File: config.mk
export PLATFORM = sky130hd
export DESIGN_NAME = dfm_measure
export DESIGN_NICKNAME = d
export VERILOG_FILES = /design/src/rtl/dfm_measure.sv
export SDC_FILE = /design/constraint.sdc
export NUM_CORES = 1
export LEC_CHECK = 0
export BUFFER_PORTS_ARGS = -buffer_cell sky130_fd_sc_hd__buf_2
export CORE_UTILIZATION = 64
export CTS_CLUSTER_DIAMETER = 60
export DETAILED_ROUTE_END_ITERATION = 8
export GPL_ROUTABILITY_DRIVEN = 0
export GPL_TIMING_DRIVEN = 0
export PLACE_DENSITY_LB_ADDON = 0.05
export SKIP_CTS_REPAIR_TIMING = 1
export SLEW_MARGIN = 40
export SYNTH_ARGS = -nofsm -noshare
export SYNTH_HDL_FRONTEND = slang
export SYNTH_SLANG_ARGS = --single-unit
File: constraint.sdc
create_clock -name clk_i -period 6.5 [get_ports clk_i]
set_input_delay 1.95 -clock clk_i [delete_from_list [all_inputs] [get_ports clk_i]]
set_output_delay 1.95 -clock clk_i [all_outputs]
set_load 0.005 [all_outputs]
File: src/rtl/dfm_measure.sv
// Equal-precision frequency/period measurement engine: counts reference cycles
// and signal edges over an integer number of signal periods.
module dfm_measure #(
    parameter logic [31:0] TIMEOUT_CYCLES = 32'd50_000_000
) (
    input  logic        clk_i,
    input  logic        rst_n_i,
    input  logic        en_i,
    input  logic        sig_i,
    input  logic [31:0] gate_time_i,
    output logic        res_wr_en_o,
    output logic [2:0]  res_wr_addr_o,
    output logic [63:0] res_wr_data_o,
    output logic        busy_o
);

    // state | meaning
    // IDLE  | stopped, counters held
    // ARM   | waiting for the opening signal edge
    // GATE  | gate open, counting reference cycles and signal edges
    // CLOSE | gate expired, waiting for the closing signal edge
    // DONE  | one-cycle result write
    typedef enum logic [2:0] {IDLE, ARM, GATE, CLOSE, DONE} state_t;

    localparam logic [63:0] TIMEOUT_WORD = {32'h0000_0000, 32'hFFFF_FFFF};

    state_t      state, state_nxt;
    logic        s_meta, s_sync, s_prev, sig_rise;
    logic [31:0] ref_cnt, sig_cnt, gate_cnt, to_cnt;
    logic [63:0] res_data;
    logic        timeout_hit;

    function automatic logic [31:0] sat_inc(input logic [31:0] v);
        return (v == 32'hFFFF_FFFF) ? v : v + 32'd1;
    endfunction

    // Edge pulse is registered so it is a clean single-cycle strobe.
    always_ff @(posedge clk_i or negedge rst_n_i) begin
        if (!rst_n_i) begin
            s_meta   <= 1'b0;
            s_sync   <= 1'b0;
            s_prev   <= 1'b0;
            sig_rise <= 1'b0;
        end else begin
            s_meta   <= sig_i;
            s_sync   <= s_meta;
            s_prev   <= s_sync;
            sig_rise <= s_sync & ~s_prev;
        end
    end

    assign timeout_hit = ({1'b0, to_cnt} + 33'd1) >= {1'b0, TIMEOUT_CYCLES};

    always_ff @(posedge clk_i or negedge rst_n_i) begin
        if (!rst_n_i) begin
            state <= IDLE;
        end else begin
            state <= state_nxt;
        end
    end

    always_comb begin
        state_nxt = state;
        case (state)
            IDLE:  if (en_i) state_nxt = ARM;
            ARM: begin
                if (!en_i)            state_nxt = IDLE;
                else if (sig_rise)    state_nxt = GATE;
                else if (timeout_hit) state_nxt = DONE;
            end
            GATE: begin
                if (!en_i)                 state_nxt = IDLE;
                else if (gate_cnt <= 32'd1) state_nxt = CLOSE;
            end
            CLOSE: begin
                if (!en_i)                         state_nxt = IDLE;
                else if (sig_rise || timeout_hit)  state_nxt = DONE;
            end
            DONE:    state_nxt = en_i ? ARM : IDLE;
            default: state_nxt = IDLE;
        endcase
    end

    always_ff @(posedge clk_i or negedge rst_n_i) begin
        if (!rst_n_i) begin
            ref_cnt  <= 32'd0;
            sig_cnt  <= 32'd0;
            gate_cnt <= 32'd0;
            res_data <= 64'd0;
        end else if (en_i) begin
            case (state)
                ARM: begin
                    if (sig_rise) begin
                        ref_cnt  <= 32'd0;
                        sig_cnt  <= 32'd0;
                        gate_cnt <= (gate_time_i == 32'd0) ? 32'd1 : gate_time_i;
                    end else if (timeout_hit) begin
                        res_data <= TIMEOUT_WORD;
                    end
                end
                GATE: begin
                    ref_cnt  <= sat_inc(ref_cnt);
                    gate_cnt <= gate_cnt - 32'd1;
                    if (sig_rise) sig_cnt <= sat_inc(sig_cnt);
                end
                CLOSE: begin
                    ref_cnt <= sat_inc(ref_cnt);
                    if (sig_rise) begin
                        sig_cnt  <= sat_inc(sig_cnt);
                        res_data <= {sat_inc(sig_cnt), sat_inc(ref_cnt)};
                    end else if (timeout_hit) begin
                        res_data <= TIMEOUT_WORD;
                    end
                end
                default: ;
            endcase
        end
    end

    // Edge wait timer restarts whenever ARM or CLOSE is freshly entered.
    always_ff @(posedge clk_i or negedge rst_n_i) begin
        if (!rst_n_i) begin
            to_cnt <= 32'd0;
        end else if ((state_nxt != state) && (state_nxt == ARM || state_nxt == CLOSE)) begin
            to_cnt <= 32'd0;
        end else if (state == ARM || state == CLOSE) begin
            to_cnt <= sat_inc(to_cnt);
        end
    end

    assign res_wr_en_o   = (state == DONE);
    assign res_wr_addr_o = 3'b100;
    assign res_wr_data_o = res_data;
    assign busy_o        = (state != IDLE);

endmodule

==> results of run 1 <==
[kinds of logic (layout without fill, tap and decap cells)]
group           count (synthesis)  in the layout  share of synthesized area, %
buf+inv                       134            268                          4.78
compound gates                379            379                          19.8
xor+xnor                       88             88                          6.48
mux                            22             22                          1.89
fa+ha+maj                       6              6                         0.631
flops                         199            199                          41.9
simple gates                  581            581                          24.5
other cells                     2              3                        0.0632
[layout make-up]
type                            count  area, sq um
Buffer                            108          470
Clock buffer                       21          470
Clock inverter                     10          144
Fill cell                        1409         4710
Inverter                           26         97.6
Multi-Input combinational cell   1079         6350
Sequential cell                   199         4980
Tap cell                          229          287
Timing Repair Buffer              103          571
[path summary, 6_finish.rpt]
kind,end,slack (ns),cells past startpoint
setup / recovery,gate_cnt[6],1.87,9
hold reg to reg,s_sync,0.36,0
min in group asynchronous,res_wr_data_o[42],1.44,1
setup reg to reg,gate_cnt[6],2.91,9
hold / removal,s_sync,0.36,0
max in group asynchronous,res_wr_data_o[30],4.26,2
[flip-flops by register name (all words and copies together), names as in the netlist]
register	count
res_wr_data_o	64
gate_cnt	32
ref_cnt	32
sig_cnt	32
to_cnt	32
state	3
s_meta	1
s_prev	1
s_sync	1
sig_rise	1
[power breakdown]
part	switching (W)	leakage (nW)	total (W)	internal, W
Clock	0.000488	0.292	0.00113	0.000638
Sequential	0.000205	2.50	0.00163	0.00142
Combinational	0.000733	2.72	0.00115	0.000420
[per-stage QoR]
stage | hold WS [ns] | std cells | setup slack [ns]
CTS | 0.360 | 1775 | 2.00
floorplan | 0.331 | 1412 | 2.73
global route | 0.367 | 1775 | 1.71
finish | 0.361 | 1775 | 1.87
global placement | 0.336 | 1742 | 0.128
detailed placement | 0.345 | 1744 | 1.54
[cells in the final DEF (no fill, tap or decap), drive strengths merged, types with 18 or more instances in the layout]
master and n:
o21ai 123, nor3 84, xor2 45, a21oi 99, nand3 81, clkbuf 105, buf 127, or3 21
and3 20, nor4 36, inv 28, a22oi 30, nor2 131, nand2 125, xnor2 43, mux2i 18
nand4 30, o22ai 34, dfrtp 199
[layer usage]
| metal | track usage [%] | vias to the layer above | wire length (microns) |
|---|---|---|---|
| met1 | 47.5 | 5601 | 14100 |
| met2 | 54.1 | 555 | 15200 |
| li1 | - | 5388 | - |
| met3 | 7.00 | 91 | 2590 |
| met4 | 16.2 | 0 | 1080 |
| met5 | 0 | - | 0 |
[worst register-to-register path, stage by stage, from the launching register on]
cell and delay (ns):
dfrtp_1 0.34, clkbuf_1 0.39, nor2_1 0.12, nand3b_1 0.35, and2_1 0.29, clkbuf_1 0.28
a21oi_1 0.51, clkbuf_1 0.47, buf_1 0.56, a21oi_1 0.15
==> results.ini, run 1 <==
[run_status]
status=finished, violations left
violations=design-rule violations

[logic_synthesis]
synth_top_area_share_pct=41.9
ys_ff_latch=199
syn_avg_cell_area_sq_um=8.43
synth_top_flop_cell=dfrtp_1
ys_warn_count=0
synth_area_leaders=dfrtp_1 (42%), o21ai_0 (5.1%), a21oi_1 (4.2%)
synth_common_cells=dfrtp_1 (199), nor2_1 (131), nand2_1 (124)
synth_most_common_cell=dfrtp_1
syn_area_sq_mm=0.0119
synth.distinct_cells=79
yosysSeqAreaShare_pct=41.9
synth_edf_count=0
ys_async_sr_fraction_pct=100
synth_cells=1411
yosysTopAreaCell=dfrtp_1

[timing]
fmax_mhz=216
maxSlewHeadroom_pct=43.8
finalSetupTns_ns=0
finalCritPeriodShare_pct=71.2
finalSetupViolCount=0
rsz0062_at_grt=no
tightest_slew_ns=0.835
period_needed_ns=4.63
skew_ns=0.0120
hold_viol_final=0
maxSlewViolCount=0

[setup_path]
worstSetupPathType=primary input to flop
crit_start=en_i
worstPathArrival_ns=4.91
cpLargestDelayFamily=buffers and inverters
crit_path_top_delay_cell=buf_1
crit_path_cell_trace=buf_2, nor2b_1, nand2_1, and2_1, clkbuf_1, a21oi_1, clkbuf_1, buf_1, a21oi_1
crit_path_start_kind=primary input
cpPeakStageDelay_ns=0.56
path_buf_inv=4
rr_startpoint=state[1]
crit_required_ns=6.79
crit_path_end_kind=flop
critPathMaxFanout=10

[die]
io_pins=105
initial_utilization_pct=65.7
dieHeight_microns=138
die_area_sq_mm=0.0191
core_sq_mm=0.0181
row_count=49
die_width_microns=138

[routing]
wl_microns=33000
vias=11600
wire_per_inst_microns=18.6
drt_iter0_markers=1244
first_pass_iters=9
vias_per_cell=6.55
drtAntennaViolNets=0
drc=10

[cts]
clkTransAtPathRegs_ns=0.07
numCtsBuffers=17
cts_buffer_depth=2
cts_tree=done
insertion_delay_ns=0.44
cts_root_buf=clkbuf_16
htree_levels=4
clock-sinks=199

[placement]
io_buffers=101
placed_area_sq_mm=0.0128
dp_hpwl_microns=22700

[grt]
grt_pass1_vias=10800
grt_antenna_before_repair=0
grt_pass1_wl_microns=54200
grt_usage_pct=34.9
grt-ovfl-total=0
grt_start_max_net_pins=75

[finish]
final_core_util_pct=73.9
drive_above_1_share_pct=11.7
antenna_cells=0
syn2layout_area_growth_pct=12.5
postLayoutCellArea_sq_mm=0.0134
final_nets=1576

[flow_run]
max_cap_violations=0

[power_and_ir_drop]
p_leak_nw=5.52
peakVddDrop_v=0.000209
total_power_w=0.00391
power_density_mw_per_mm2=292

[worst_hold_path]
hold_start=s_meta
hp-class=flop to flop

Power figures use the tool's default switching activity.
==> run 2: changes to the inputs <==
--- a/config.mk
+++ b/config.mk
@@ -6,7 +6,7 @@
 export NUM_CORES = 1
 export LEC_CHECK = 0
 export BUFFER_PORTS_ARGS = -buffer_cell sky130_fd_sc_hd__buf_2
-export CORE_UTILIZATION = 64
+export CORE_UTILIZATION = 61
 export CTS_CLUSTER_DIAMETER = 60
 export DETAILED_ROUTE_END_ITERATION = 8
 export GPL_ROUTABILITY_DRIVEN = 0
==> constraint.sdc (replaced) <==
create_clock -name clk_i -period 4.3 [get_ports clk_i]
set_input_delay 1.29 -clock clk_i [delete_from_list [all_inputs] [get_ports clk_i]]
set_output_delay 1.29 -clock clk_i [all_outputs]
set_load 0.005 [all_outputs]
==> run 2 against run 1 <==
Compared with the run above: the run now ends clean; sequential share of layout area shrank 0.33 points; design area up 0.89%; combinational power grew 53%; core utilization shrank 2.5 points; non-clock buffer count did not move; clock skew increased by 0.00055 ns; routed wire length grew 1.0%; total power is 56% higher; die area up 4.9%; critical path type unchanged.
==> results.ini, run 2 (same netlist as run 1, synthesis figures left out) <==
[cts]
cts_root_buf=clkbuf_16
numCtsBuffers=17  ; unchanged
cts_tree=done
cts_buffer_depth=2  ; unchanged
insertion_delay_ns=0.45  ; about the same
htree_levels=4  ; unchanged
clkTransAtPathRegs_ns=0.07  ; about the same
clock-sinks=199  ; unchanged

[setup_path]
path_buf_inv=4  ; unchanged
crit_path_top_delay_cell=buf_1
crit_path_cell_trace=buf_2, nor2b_1, nand2_1, and2_1, clkbuf_1, a21oi_1, clkbuf_1, buf_1, a21oi_1
crit_start=en_i
crit_path_end_kind=flop
critPathMaxFanout=10  ; unchanged
cpLargestDelayFamily=buffers and inverters
worstSetupPathType=primary input to flop
crit_required_ns=4.59  ; -2.20 ns
worstPathArrival_ns=4.40  ; -0.51 ns
rr_startpoint=state[1]
crit_path_start_kind=primary input
cpPeakStageDelay_ns=0.59  ; +0.03 ns

[run_status]
status=completed

[timing]
fin_ws_ns=0.187  ; -1.69 ns
maxSlewHeadroom_pct=44.6  ; +0.78 points
fmax_mhz=243
skew_ns=0.0125  ; +0.000546 ns
tightest_slew_ns=0.831  ; -0.00395 ns
finalCritPeriodShare_pct=95.6
hold_viol_final=0  ; unchanged
period_needed_ns=4.11
rsz0062_at_grt=no
finalSetupTns_ns=0  ; unchanged
maxSlewViolCount=0  ; unchanged
finalSetupViolCount=0  ; unchanged

[routing]
drt_iter0_markers=988  ; -21%
first_pass_iters=5  ; -4
drc=0  ; -10
wire_per_inst_microns=18.4  ; -0.74%
wl_microns=33300  ; +1.0%
drtAntennaViolNets=0  ; unchanged
vias_per_cell=6.37  ; -2.8%
vias=11500  ; -1.0%

[grt]
grt_pass1_wl_microns=53900  ; -0.57%
grt_usage_pct=33.9  ; -1.0 points
grt_antenna_before_repair=1  ; +1
grt_start_max_net_pins=71  ; -5.3%
grt-ovfl-total=0  ; unchanged
grt_pass1_vias=10700  ; -1.4%

[placement]
dp.cells=1775  ; +1.8%
dp_hpwl_microns=23300  ; +2.6%
dp_slack_ns=-0.0494  ; -1.59 ns
io_buffers=101  ; unchanged

[die]
core_sq_mm=0.0189  ; +4.5%
die_area_sq_mm=0.0201  ; +4.9%
io_pins=105  ; unchanged
die_width_microns=142  ; +2.4%
row_count=50  ; +2.0%
initial_utilization_pct=62.9  ; -2.8 points
dieHeight_microns=142  ; +2.4%

[power_and_ir_drop]
total_power_w=0.00610  ; +56%
peakVddDrop_v=0.000357  ; +70%
p_leak_nw=5.56  ; +0.74%
power_density_mw_per_mm2=452  ; +55%

[flow_run]
max_cap_violations=0  ; unchanged

[finish]
fill_cells=1518  ; +7.7%
final_common_cell=dfrtp_1
drive_above_1_share_pct=11.8  ; +0.13 points
fin_cells=1807  ; +1.8%
final_nets=1576  ; unchanged
most-common-layout-cells=dfrtp_1 (199), nor2_1 (131), nand2_1 (124)
largest_register_ffs=64  ; unchanged
syn2layout_area_growth_pct=13.5

[worst_hold_path]
hp-class=flop to flop
hold_start=s_meta

run 2: cell count changes in the layout (fill, tap and decap cells not counted), sizes merged:
cell / change
clkbuf: -1
inv: -1
clkinvlp: -2
diode: +1
clkinv: +1
bufinv: +3
run 2: path summary, 6_finish.rpt:
kind,endpoint,slack (ns),cells after the start
setup / recovery,gate_cnt[6],0.19,9
hold / removal,s_sync,0.36,0
setup reg to reg,gate_cnt[6],0.57,9
hold reg to reg,s_sync,0.36,0
max in group asynchronous,ref_cnt[22],2.45,3
min in group asynchronous,res_wr_data_o[48],0.79,1
run 2: where the power goes:
group          total [W]  internal [W]  leakage (nW)  switching, W
combinational    0.00176      0.000636          2.72       0.00113
sequential       0.00247       0.00215          2.50      0.000312
clock            0.00187       0.00114         0.333      0.000729
total            0.00610       0.00393          5.56       0.00217
run 2: final cells by class:
class	instances	area [sq um]	area share (%)
multi-input combinational	1079	6360	47.1
sequential	199	4980	36.9
antenna	1	2.50	0.0185
tap	260	325	2.41
inverter	26	97.6	0.723
timing repair buffer	103	571	4.23
clock buffer	20	467	3.46
clock inverter	11	219	1.62
buffer	108	470	3.49
run 2: metrics by stage:
stage / utilization, % / instance area (sq um) / hold slack [ns]
floorplan: - / 11900 / 0.331
global placement: 67.4 / 12700 / 0.335
detailed placement: 67.7 / 12800 / 0.340
CTS: 71.3 / 13500 / 0.360
global route: 71.4 / 13500 / 0.364
finish: 71.4 / 13500 / 0.365
run 2: per-layer routing:
metal	GRT usage, %	wire (microns)
met5	0	0
met4	11.8	740
met3	5.20	2060
met2	55.8	15900
met1	45.8	14600
